`config.mk`:
```
export PLATFORM = sky130hd
export DESIGN_NAME = mem_arbiter
export DESIGN_NICKNAME = d
export VERILOG_FILES = /design/src/rtl/mem_arbiter.sv
export SDC_FILE = /design/constraint.sdc
export NUM_CORES = 1
export LEC_CHECK = 0
export CAP_MARGIN = 5
export CELL_PAD_IN_SITES_DETAIL_PLACEMENT = 1
export CELL_PAD_IN_SITES_GLOBAL_PLACEMENT = 1
export CORE_MARGIN = 5
export CORE_UTILIZATION = 32
export DETAILED_ROUTE_END_ITERATION = 6
export HOLD_SLACK_MARGIN = 0.02
export MAX_ROUTING_LAYER = met4
export PLACE_DENSITY = 0.85
export SLEW_MARGIN = 5
export SYNTH_ARGS = -nofsm -noshare
export SYNTH_HDL_FRONTEND = slang
export SYNTH_SLANG_ARGS = --single-unit
```
`constraint.sdc`:
```
create_clock -name clk -period 3.82 [get_ports clk]
set_clock_uncertainty 0.2 [all_clocks]
set_input_delay 0.764 -clock clk [delete_from_list [all_inputs] [get_ports clk]]
set_output_delay 0.764 -clock clk [all_outputs]
set_load 0.01 [all_outputs]
```
`src/rtl/mem_arbiter.sv`:
```
// Two-port round-robin arbiter/sequencer for a 32x8 synchronous memory.
// Serialises port accesses, drives the memory strobes and routes read data back.
module mem_arbiter #(
  parameter int ADDR_W = 5,
  parameter int DATA_W = 8
) (
  input  logic              clk,
  input  logic              rst_,
  input  logic              req0,
  input  logic              we0,
  input  logic [ADDR_W-1:0] addr0,
  input  logic [DATA_W-1:0] wdata0,
  output logic              gnt0,
  output logic              done0,
  output logic [DATA_W-1:0] rdata0,
  input  logic              req1,
  input  logic              we1,
  input  logic [ADDR_W-1:0] addr1,
  input  logic [DATA_W-1:0] wdata1,
  output logic              gnt1,
  output logic              done1,
  output logic [DATA_W-1:0] rdata1,
  output logic [ADDR_W-1:0] mem_addr,
  output logic [DATA_W-1:0] mem_data_in,
  output logic              mem_read,
  output logic              mem_write,
  input  logic [DATA_W-1:0] mem_data_out
);

  typedef enum logic [1:0] {
    IDLE   = 2'd0,
    ACCESS = 2'd1,
    RDCAP  = 2'd2
  } state_t;

  state_t              state_r, state_s;
  logic                last_gnt_r, last_gnt_s;
  logic                port_r, port_s;
  logic                we_r, we_s;
  logic                gnt0_s, gnt1_s, done0_s, done1_s;
  logic [DATA_W-1:0]   rdata0_s, rdata1_s;
  logic [ADDR_W-1:0]   mem_addr_s;
  logic [DATA_W-1:0]   mem_data_in_s;
  logic                mem_read_s, mem_write_s;
  logic                pick1_s, sel_we_s;
  logic [ADDR_W-1:0]   sel_addr_s;
  logic [DATA_W-1:0]   sel_wdata_s;

  // Next-state, grant selection and next values of every registered output
  always_comb begin
    state_s       = state_r;
    last_gnt_s    = last_gnt_r;
    port_s        = port_r;
    we_s          = we_r;
    gnt0_s        = 1'b0;
    gnt1_s        = 1'b0;
    done0_s       = 1'b0;
    done1_s       = 1'b0;
    rdata0_s      = rdata0;
    rdata1_s      = rdata1;
    mem_addr_s    = mem_addr;
    mem_data_in_s = mem_data_in;
    mem_read_s    = mem_read;
    mem_write_s   = mem_write;
    // Port 1 wins when it is the only requester, or on contention when port 0 went last.
    pick1_s       = req1 & (~req0 | ~last_gnt_r);
    sel_we_s      = pick1_s ? we1 : we0;
    sel_addr_s    = pick1_s ? addr1 : addr0;
    sel_wdata_s   = pick1_s ? wdata1 : wdata0;

    case (state_r)
      IDLE: begin
        if (req0 | req1) begin
          port_s        = pick1_s;
          last_gnt_s    = pick1_s;
          we_s          = sel_we_s;
          gnt0_s        = ~pick1_s;
          gnt1_s        = pick1_s;
          mem_addr_s    = sel_addr_s;
          mem_data_in_s = sel_we_s ? sel_wdata_s : mem_data_in;
          mem_write_s   = sel_we_s;
          mem_read_s    = ~sel_we_s;
          state_s       = ACCESS;
        end else begin
          mem_read_s    = 1'b0;
          mem_write_s   = 1'b0;
        end
      end
      ACCESS: begin
        mem_read_s  = 1'b0;
        mem_write_s = 1'b0;
        if (we_r) begin
          done0_s = ~port_r;
          done1_s = port_r;
          state_s = IDLE;
        end else begin
          state_s = RDCAP;
        end
      end
      RDCAP: begin
        // Memory updated data_out on the edge that sampled the read strobe.
        if (port_r) begin
          rdata1_s = mem_data_out;
          done1_s  = 1'b1;
        end else begin
          rdata0_s = mem_data_out;
          done0_s  = 1'b1;
        end
        state_s = IDLE;
      end
      default: begin
        mem_read_s  = 1'b0;
        mem_write_s = 1'b0;
        state_s     = IDLE;
      end
    endcase
  end

  // State and output registers with synchronous active-low reset
  always_ff @(posedge clk) begin
    if (!rst_) begin
      state_r     <= IDLE;
      last_gnt_r  <= 1'b1;
      port_r      <= 1'b0;
      we_r        <= 1'b0;
      gnt0        <= 1'b0;
      gnt1        <= 1'b0;
      done0       <= 1'b0;
      done1       <= 1'b0;
      rdata0      <= {DATA_W{1'b0}};
      rdata1      <= {DATA_W{1'b0}};
      mem_addr    <= {ADDR_W{1'b0}};
      mem_data_in <= {DATA_W{1'b0}};
      mem_read    <= 1'b0;
      mem_write   <= 1'b0;
    end else begin
      state_r     <= state_s;
      last_gnt_r  <= last_gnt_s;
      port_r      <= port_s;
      we_r        <= we_s;
      gnt0        <= gnt0_s;
      gnt1        <= gnt1_s;
      done0       <= done0_s;
      done1       <= done1_s;
      rdata0      <= rdata0_s;
      rdata1      <= rdata1_s;
      mem_addr    <= mem_addr_s;
      mem_data_in <= mem_data_in_s;
      mem_read    <= mem_read_s;
      mem_write   <= mem_write_s;
    end
  end

endmodule

```
---- Word-level counts from Yosys, hierarchy flattened ----
Index checks and enable logic that the tools add are counted.
Widths: inputs -> output; s select.
storage, ports and cells
  memory bits (writable) .................. 0
  memories kept ........................... 0
  bits in registers ....................... 40
  output and inout bits ................... 35
  input bits .............................. 40
  logic and storage cells ................. 47
  ROM bits ................................ 0
  latch bits .............................. 0
cells by class
  shift-type cells ........................ 0
  multiplexer cells ....................... 16
  multipliers ............................. 0
  equal/unequal tests ..................... 3
  reduce and logical (&&, ||, !) cells .... 6
  divide/modulo/power cells ............... 0
  add/sub/neg operators ................... 0
  bitwise gates (word level) .............. 8
  order comparisons ....................... 0
operators with widths
  kind                count
  $mux 8              1
  $pmux 1 s2          4
  $mux 1              7
  $reduce_and 2->1    3
  $reduce_and 3->1    2
  $mux 5              1
  $not 1->1           5
  $mux 2              2
  $pmux 2 s2          1
  $eq 2x1->1 const B  1
  $eq 2x2->1 const B  1
  $logic_not 2->1     1
  $ne 2x2->1 const B  1
  $or 1x1->1          2
  $and 1x1->1         1

---- Logic depth before layout (Yosys ltp) ----
  depth in word-level cells ............... 7
  mapped depth ............................ 7
  gate-level depth less buffers ........... 6

---- Worst setup path before layout ----
Ideal clock, no wire load.
  path kind ............................... input -> register
  start ................................... in req1
  end ..................................... reg mem_data_in[0]
  data arrival time ....................... 1.808 ns
  cell stages on the path ................. 7
  path slack .............................. 1.696 ns
  cells stage by stage .................... a21boi_1 > buf_6 > a32o_1 > buf_6 > and2_4 > buf_6 > o211a_1
between the ends
  cells in the longest elaborated chain, start to end .. 3
  elaborated cells between the ends (all ways) .. 5
  classes of those cells .................. mux: 2; bitwise: 2; reduce/logical: 1
RTL lines
  element                            line  source
  from (decl)                        16    input logic req1,
  $and 1x1->1                        66    pick1_s = req1 & (~req0 | ~last_gnt_r);
  $mux 1                             67    sel_we_s = pick1_s ? we1 : we0;
  $reduce_and 3->1 (no source line)  -
  to (signal assigned)               133   mem_data_in <= {DATA_W{1'b0}};
  to (signal assigned)               148   mem_data_in <= mem_data_in_s;
  to (decl)                          24    output logic [DATA_W-1:0] mem_data_in,
Several ways; a longest one is shown, not always the timed one.
A chain may end at the register's enable or synchronous reset.

---- Worst setup path after layout ----
Ends and elaborated chain as after synthesis.

==> out/metrics.csv <==
metric;value;unit
register-to-register setup slack;1480;ps
leak pwr;0.980;nW
Post-CTS Setup Bufs;0;
gpl congestion;0.767;
Post-Synth Simple-Gate Area;0.169;
vias in the first global route;1582;
Antenna diodes;0;
CTS Sinks;40;
Slew Viols, Final;0;
num ports;75;
Std-Cell Rows;26;
All-Layer GR Usage;0.145;
Total Routed Length;4690;um
WL met3;370;um
FMAX;380;MHz
# hold bufs at CTS;0;
count of final hold-check violations;0;
power density cells;378;mW/mm2
via count;1504;
post-synthesis mux area share;0.124;
final setup violation count;0;
switching power;0.000252;W
Synth Instances;174;
PnR Total Power;0.000967;W
syn nets;217;
switch share;0.260;
CTS tree;done;
clock tree root buffer cell;clkbuf_8;
number of antenna violations at the first check in global routing;0;
die area;0.00684;mm2
Setup crit start kind;primary input;
htree depth;2;
core footprint;0.00511;mm2
1st-iter DRT viols;34;
Post-Syn Area per Cell;9.72;um2
number of synthesized flops with an enable pin;0;
area growth from synthesis to layout;51.0;%
largest family of logic cells by synthesized area;simple AND/OR/NAND/NOR gates;
WP data arrival;2660;ps
DR top layer;met4;
FFs w/ async S/R, synth;0;
Detail Placement HPWL;3570;um
Clock transition at path regs;70;ps
Max clock buf depth;2;
Worst-Margin Slew;823;ps
CP Capture Type;register;
first-pass GRT wire length;7500;um
Synth Flop Type;dfxtp_1;
most frequent cell after synthesis;dfxtp_1;
Synth Area in Adders;0.0222;
overall die height;82.7;um
peak supply drop;0.183;mV
Post-DRT Antenna Nets;0;
post-synthesis xor/xnor area fraction;0;
IO buf count;74;
initial core utilization;0.331;
internal power;0.000715;W
Compound-Gate Fraction of Synth Area;0.161;
first-pass iteration count of the detailed router;2;
CTS Buf Count;5;
unrepaired setup endpoints after global routing;no;
sequential share of power;0.483;
post-route setup slack;1190;ps
post-synthesis register bit count;40;
logic gate share of total power;0.221;
Seq/Total Area, Yosys;0.473;
Synth top area share;0.473;
layout cells sized above 1;0.0449;
run status;completed;
cts repair resizes;0;
Slew headroom;0.450;
drt drc;0;
Metal-1 WL;2110;um
Yosys top cell by area;dfxtp_1;
Fin Setup TNS;0;ps
synth warn;0;
post-route clock period utilization;0.689;
post-route minimum period;2630;ps
share of power burned in the clock network;0.297;
largest net degree at the start of global routing;27;
Die X;82.7;um
Max Cap Viol;0;
clk_lat worst skew;280;ps
setup slack at placement;888;ps
GRT overflow;0;
Via density;4.77;
Netlist cell types;26;
crit path max fanout;10;
Hold Path Class;reg2reg;
Setup CP Type;in2reg;
WP data required;3850;ps
WL per Instance;14.9;um
most frequent cells after synthesis;40 x dfxtp_1, 21 x mux2i_1, 19 x nand3_1;
routed wl met2;2180;um
nets;287;
Syn Std Cell Area;0.00169;mm2
synth top area cells;dfxtp_1 47%, mux2i_1 12%, nand3_1 5.6%;
## per-layer routing
layer | vias up | track usage
li1 | 749 | -
met1 | 695 | 0.176
met2 | 56 | 0.234
met3 | 4 | 0.0477
met4 | 0 | 0.0343
met5 | - | -
## metrics by stage
stage          instance area [um2]  std cells   util  hold slack (ps)
6_report                      2550        315  0.500              269
5_1_grt                       2550        315  0.500              301
2_1_floorplan                 1690        174      -              277
3_5_place_dp                  2460        307  0.483              264
3_3_place_gp                  2460        307  0.483              251
4_1_cts                       2550        315  0.500              275
## critical path: stages
cell,delay (ps)
clkdlybuf4s50_1,520
a21boi_2,470
a32o_1,470
and2_4,280
o211a_1,150
## state kept, by name, indices dropped and copies added (netlist names)
signal       count
done0            1
done1            1
gnt0             1
gnt1             1
last_gnt_r       1
mem_addr         5
mem_data_in      8
mem_read         1
mem_write        1
port_r           1
rdata0           8
rdata1           8
state_r          2
we_r             1
## layout by cell type, fill, tap and decap left out
master	instances
ha_1	3
a21boi_0	11
clkbuf_8	6
nor3_1	1
a31oi_1	1
nand2b_1	3
a21oi_1	9
mux2i_1	21
a32o_1	1
nand2_1	15
nand3_1	19
dfxtp_1	40
clkdlybuf4s50_1	74
and2_4	1
nor2_1	1
and3_1	2
nor2_2	1
inv_1	3
nor3b_1	1
clkbuf_1	2
nand3b_1	1
buf_4	2
o211a_1	8
nor2b_1	9
o21ai_0	8
a21boi_2	1
and3b_1	1
## cell families after synthesis
family                   Yosys count
buffers and inverters             16
adder cells (fa/ha/maj)            3
AO/OA/AOI/OAI                     39
AND/OR/NAND/NOR                   55
flip-flops                        40
multiplexers                      21
## path summary, 6_finish.rpt
check,from,endpoint,depth (start not counted)
max reg2reg,state_r[0]$_SDFFE_PN0P_,we_r$_SDFFE_PN0P_,5
min,rdata1[0]$_SDFFE_PN0P_,rdata1[0]$_SDFFE_PN0P_,2
min reg2reg,rdata1[0]$_SDFFE_PN0P_,rdata1[0]$_SDFFE_PN0P_,2
max,req1,mem_data_in[0]$_SDFFE_PN0P_,5
## final cells by class
| cell class | count | area (um2) |
|---|---|---|
| Tap cell | 70 | 87.6 |
| Clock buffer | 8 | 90.1 |
| Multi-Input combinational cell | 118 | 810 |
| Timing Repair Buffer | 76 | 756 |
| Fill cell | 597 | 2550 |
| Inverter | 3 | 11.3 |
| Sequential cell | 40 | 801 |
## power groups by stage
stage | combinational, W | sequential [W] | clock [W]
after floorplan | 0.0000981 | 0.000483 | 0
after global placement | 0.000213 | 0.000474 | 0
after detailed placement | 0.000216 | 0.000476 | 0
after CTS | 0.000217 | 0.000467 | 0.000298
after global routing | 0.000232 | 0.000471 | 0.000317
final | 0.000213 | 0.000467 | 0.000287
(Power assumes the default switching activity.)
